$ cat src/rtl/johnson_counter_n.sv
// Johnson (twisted-ring) counter with bidirectional stepping, index tracking,
// ring-wrap pulse, and optional self-correction of illegal patterns.
module johnson_counter_n #(
    parameter int WIDTH        = 4,
    parameter bit SELF_CORRECT = 1'b1,
    localparam int IW          = $clog2(2*WIDTH)
) (
    input  logic             clk,
    input  logic             rst,
    input  logic             en,
    input  logic             dir,
    input  logic             ld,
    input  logic [WIDTH-1:0] ld_val,
    output logic [WIDTH-1:0] q,
    output logic [IW-1:0]    idx,
    output logic             wrap,
    output logic             err,
    output logic             illegal
);

    localparam logic [IW-1:0] LAST_IDX = IW'(2*WIDTH - 1);

    // A Johnson code has at most one 0/1 boundary between adjacent bits.
    function automatic logic is_valid(input logic [WIDTH-1:0] v);
        int edges;
        edges = 0;
        for (int i = 0; i < WIDTH-1; i++) begin
            if (v[i] != v[i+1]) edges++;
        end
        return (edges <= 1);
    endfunction

    // Filling half counts ones upward; draining half counts remaining ones downward.
    function automatic logic [IW-1:0] index_of(input logic [WIDTH-1:0] v);
        int pop;
        pop = 0;
        for (int i = 0; i < WIDTH; i++) begin
            if (v[i]) pop++;
        end
        if (v[0] || !v[WIDTH-1]) return IW'(pop);
        else                     return IW'(2*WIDTH - pop);
    endfunction

    logic [WIDTH-1:0] q_nxt;
    logic [WIDTH-1:0] step_q;
    logic [IW-1:0]    idx_nxt;
    logic             wrap_nxt;
    logic             err_nxt;

    assign illegal = !is_valid(q);

    always_comb begin
        // NOTE: every output of this block gets a default first so no path leaves it unassigned, which would infer a latch.
        q_nxt    = q;
        idx_nxt  = idx;
        wrap_nxt = 1'b0;
        err_nxt  = 1'b0;
        step_q   = dir ? {~q[0], q[WIDTH-1:1]} : {q[WIDTH-2:0], ~q[WIDTH-1]};

        if (ld) begin
            if (is_valid(ld_val)) begin
                q_nxt   = ld_val;
                idx_nxt = index_of(ld_val);
            end else begin
                q_nxt   = SELF_CORRECT ? '0 : ld_val;
                idx_nxt = '0;
                err_nxt = 1'b1;
            end
        end else if (en) begin
            if (illegal && SELF_CORRECT) begin
                q_nxt   = '0;
                idx_nxt = '0;
            end else begin
                q_nxt    = step_q;
                idx_nxt  = is_valid(step_q) ? index_of(step_q) : '0;
                wrap_nxt = !illegal && (dir ? (idx == '0) : (idx == LAST_IDX));
            end
        end
    end

    always_ff @(posedge clk) begin
        // NOTE: state uses non-blocking assignments so every register samples the pre-edge values, independent of statement order.
        if (rst) begin
            q    <= '0;
            idx  <= '0;
            wrap <= 1'b0;
            err  <= 1'b0;
        end else begin
            q    <= q_nxt;
            idx  <= idx_nxt;
            wrap <= wrap_nxt;
            err  <= err_nxt;
        end
    end

endmodule

$ cat config.mk
export PLATFORM = sky130hd
export DESIGN_NAME = johnson_counter_n
export DESIGN_NICKNAME = d
export VERILOG_FILES = /design/src/rtl/johnson_counter_n.sv
export SDC_FILE = /design/constraint.sdc
export NUM_CORES = 1
export LEC_CHECK = 0
export BUFFER_PORTS_ARGS = -buffer_cell sky130_fd_sc_hd__buf_2
export CAP_MARGIN = 10
export CORE_AREA = 2 2 52 54
export DETAILED_ROUTE_END_ITERATION = 7
export DIE_AREA = 0 0 54 56
export GPL_TIMING_DRIVEN = 1
export PLACE_DENSITY = 0.67
export SYNTH_ARGS = -nofsm -noshare
export SYNTH_HDL_FRONTEND = slang
export SYNTH_SLANG_ARGS = --single-unit
$ cat constraint.sdc
create_clock -name clk -period 5.24 [get_ports clk]
set_input_delay 1.048 -clock clk [delete_from_list [all_inputs] [get_ports clk]]
set_output_delay 1.048 -clock clk [all_outputs]
set_load 0.05 [all_outputs]
==> metrics.yaml <==
finalPower_w: 0.0003292
async_reset_ff_frac: 0
min_path_type: "flip-flop to flip-flop"
cp-end-kind: "flip-flop"
syn-cell-area_sq_um: 1184
antenna_found_initial: 0
finalMaxSlewViolations: 0
static-leakage-power_nw: 0.5788
worst_pin_slew_ns: 0.5365
dieArea_sq_um: 3024
timing.fmax_mhz: 281.3
clk_path_buf_depth: 2
cts.sinks: 9
nets: 176
grt_usage: 0.1796
critPathLaunchType: "input port"
io_pins: 19
p_sw_w: 0.0001509
powerDensity_nw_per_um2: 259.0
ir_drop_mv: 0.2081
seqPwrFrac: 0.265
ctsHtreeMaxLevel: 1
hold_ws_ns: 0.5496
hpwlAfterDp_um: 1920
wl_um: 2419
drc: 0
first_global_vias: 921
worstPathRequired_ns: 5.40
path_delay_family: "adder cells"
initial_utilization: 0.4866
cpMostUsedCell: "ha_1"
die_h_um: 56
status: "finished clean"
layout_min_cycle_time_ns: 3.556
first_pass_iters: 4
wire_per_inst_um: 13.22
crit_fanout: 17
route.vias.total: 990
die_width_um: 54
path_cells: "buf_2 -> nand2b_1 -> and2_1 -> inv_1 -> ha_1 -> xor2_1 -> ha_1 -> mux2i_1 -> ha_1 -> a21oi_1 -> mux2i_1 -> xnor2_1 -> a221oi_2 -> nor3_2"
syn_inst: 140
coreArea_sq_um: 2432
cts_root_buffer: "clkbuf_4"
synth_cell_types: 51
hp-start: "idx[0]$_SDFFE_PP0P_"
p_int_w: 0.0001783
synth_top_area_cell: "dfxtp_1"
dpl_cell_area_sq_um: 1245
finalSetupViolCount: 0
synth-seq-cells: 9
crit_buf_inv: 2
post_cts.repair.setup_buffers: 0
synth_edf_count: 0
tns_ns: 0
rsz0062_at_grt: "false"
crit_path_top_delay_cell: "ha_1"
cts_hold_buf: 0
layout-drive-gt1-share: 0.2745
diodes: 0
finalCritPeriodShare: 0.6785
antenna_left: 0
drv_cap: 0
overflow: 0
cp_data_arrival_time_ns: 3.71
syn_area_per_cell_sq_um: 8.455
n_fill_cell: 247
cts_buffers: 3
hold_viol_final: 0
ys_seq_area_frac: 0.1522
portBuffers: 18
grt_max_degree: 18
crit_start: "dir"
switching_share: 0.4585
relSlewSlack: 0.6418
dr.first_iter.drc_count: 23
path_clk_slew_ns: 0.06
clk_latency_ns: 0.27
final_area_sq_um: 1271
critical-path-max-stage-delay_ns: 0.36
critical_path_class: "input port to flip-flop"
p_comb_frac: 0.566
yosys.area.top_type_share: 0.1522
rows: 18
setup_ws_ns: 1.684
gp_congestion: 0.7882
skew_ns: 0.005099
clkPwrFrac: 0.168
ys_warn_count: 0
r2r-start: "q[1]$_SDFFE_PP0P_"
pre_cts_ws_ns: 1.401
synthFlopType: "dfxtp_1"
area_growth_pct: 7.400
grt_first_pass_wirelength_um: 4071
syn-num-nets: 162
postCtsResizedCells: 0
synth_area_leaders: "dfxtp_1 15%, ha_1 14%, xor2_1 5.2%, inv_1 4.1%, xnor2_1 3.7%"
cts_tree: "done"
reg2reg_slack_ns: 2.07
via_per_inst: 5.410
==> worst paths after layout <==
kind,to,depth (start not counted)
worst min-delay path,idx[0]$_SDFFE_PP0P_,2
worst min register to register,idx[0]$_SDFFE_PP0P_,2
worst max register to register,idx[2]$_SDFFE_PP0P_,13
worst max-delay path,idx[2]$_SDFFE_PP0P_,14
==> cell usage after synthesis (all sizes together) (3+ instances only) <==
| library cell | n |
|---|---|
| xnor2 | 7 |
| nor2 | 11 |
| nor3 | 4 |
| buf | 8 |
| nand2 | 6 |
| a221oi | 6 |
| nor2b | 4 |
| mux2i | 3 |
| and2 | 3 |
| dfxtp | 9 |
| nand2b | 5 |
| xor2 | 8 |
| inv | 14 |
| o21ai | 10 |
| ha | 13 |
| a21oi | 5 |
==> per-layer routing <==
metal  up-vias  GRT usage  part of all wire
met5         -          0                 0
met3         4    0.04032             0.033
met4         0    0.05357             0.014
li1        510          -                 -
met2        23     0.2979              0.50
met1       453     0.2253              0.46
==> metrics by stage <==
stage	cells	utilization
3_5_place_dp	179	0.5118
4_1_cts	183	0.5226
5_1_grt	183	0.5226
2_1_floorplan	140	-
6_report	183	0.5226
3_3_place_gp	179	0.5118
==> cell usage in the layout (no fill, tap or decap), types with 3 or more instances in the layout <==
cell type,netlist,routed
nand2b_1,5,5
buf_2,2,18
mux2i_1,3,3
nor2_1,8,8
dfxtp_1,9,9
clkbuf_4,0,3
nand2_1,6,6
xor2_1,7,7
a21oi_1,4,4
inv_1,13,13
nor2b_1,4,4
o21ai_0,3,3
o21ai_2,4,4
and2_1,3,3
xnor2_1,5,5
ha_1,13,13
a221oi_1,4,4
o21ai_1,3,3
==> power by group through the flow <==
stage                     logic [W]  registers [W]  clock network (W)
after floorplan            0.000141       0.000103                  0
final                      0.000186      0.0000873          0.0000555
after detailed placement   0.000187      0.0000890                  0
after global placement     0.000180      0.0000890                  0
after global routing       0.000208      0.0000888          0.0000589
after CTS                  0.000188      0.0000874          0.0000554
==> worst register-to-register path, cell delays in order, from the launching register on <==
cell and delay, ns:
dfxtp_1 0.61, nand2b_1 0.20, and2_1 0.26, inv_1 0.07, ha_1 0.36, xor2_1 0.19
ha_1 0.31, mux2i_1 0.08, ha_1 0.19, a21oi_1 0.14, mux2i_1 0.24, xnor2_1 0.10
a221oi_2 0.25, nor3_2 0.05
==> cell type report <==
class	instances	area, sq um	area share
multi-input combinational	108	884.6	0.6959
timing repair buffer	18	90.09	0.07087
inverter	14	52.55	0.04134
sequential	9	180.2	0.1417
clock buffer	4	26.28	0.02067
tap	30	37.54	0.02953
==> sequential cells by signal (all words and copies together) (netlist names) <==
| signal | count |
|---|---|
| err | 1 |
| idx | 3 |
| q | 4 |
| wrap | 1 |
==> logic make-up after synthesis <==
| group | Yosys count | synth area share |
|---|---|---|
| adder cells (fa/ha/maj) | 13 | 0.1374 |
| XOR/XNOR | 15 | 0.1395 |
| multiplexers | 4 | 0.03488 |
| flip-flops | 9 | 0.1522 |
| AND/OR/NAND/NOR | 42 | 0.2114 |
| buffers and inverters | 23 | 0.1004 |
| AO/OA/AOI/OAI | 34 | 0.2241 |
No activity file was read; power rests on OpenSTA's default activity.
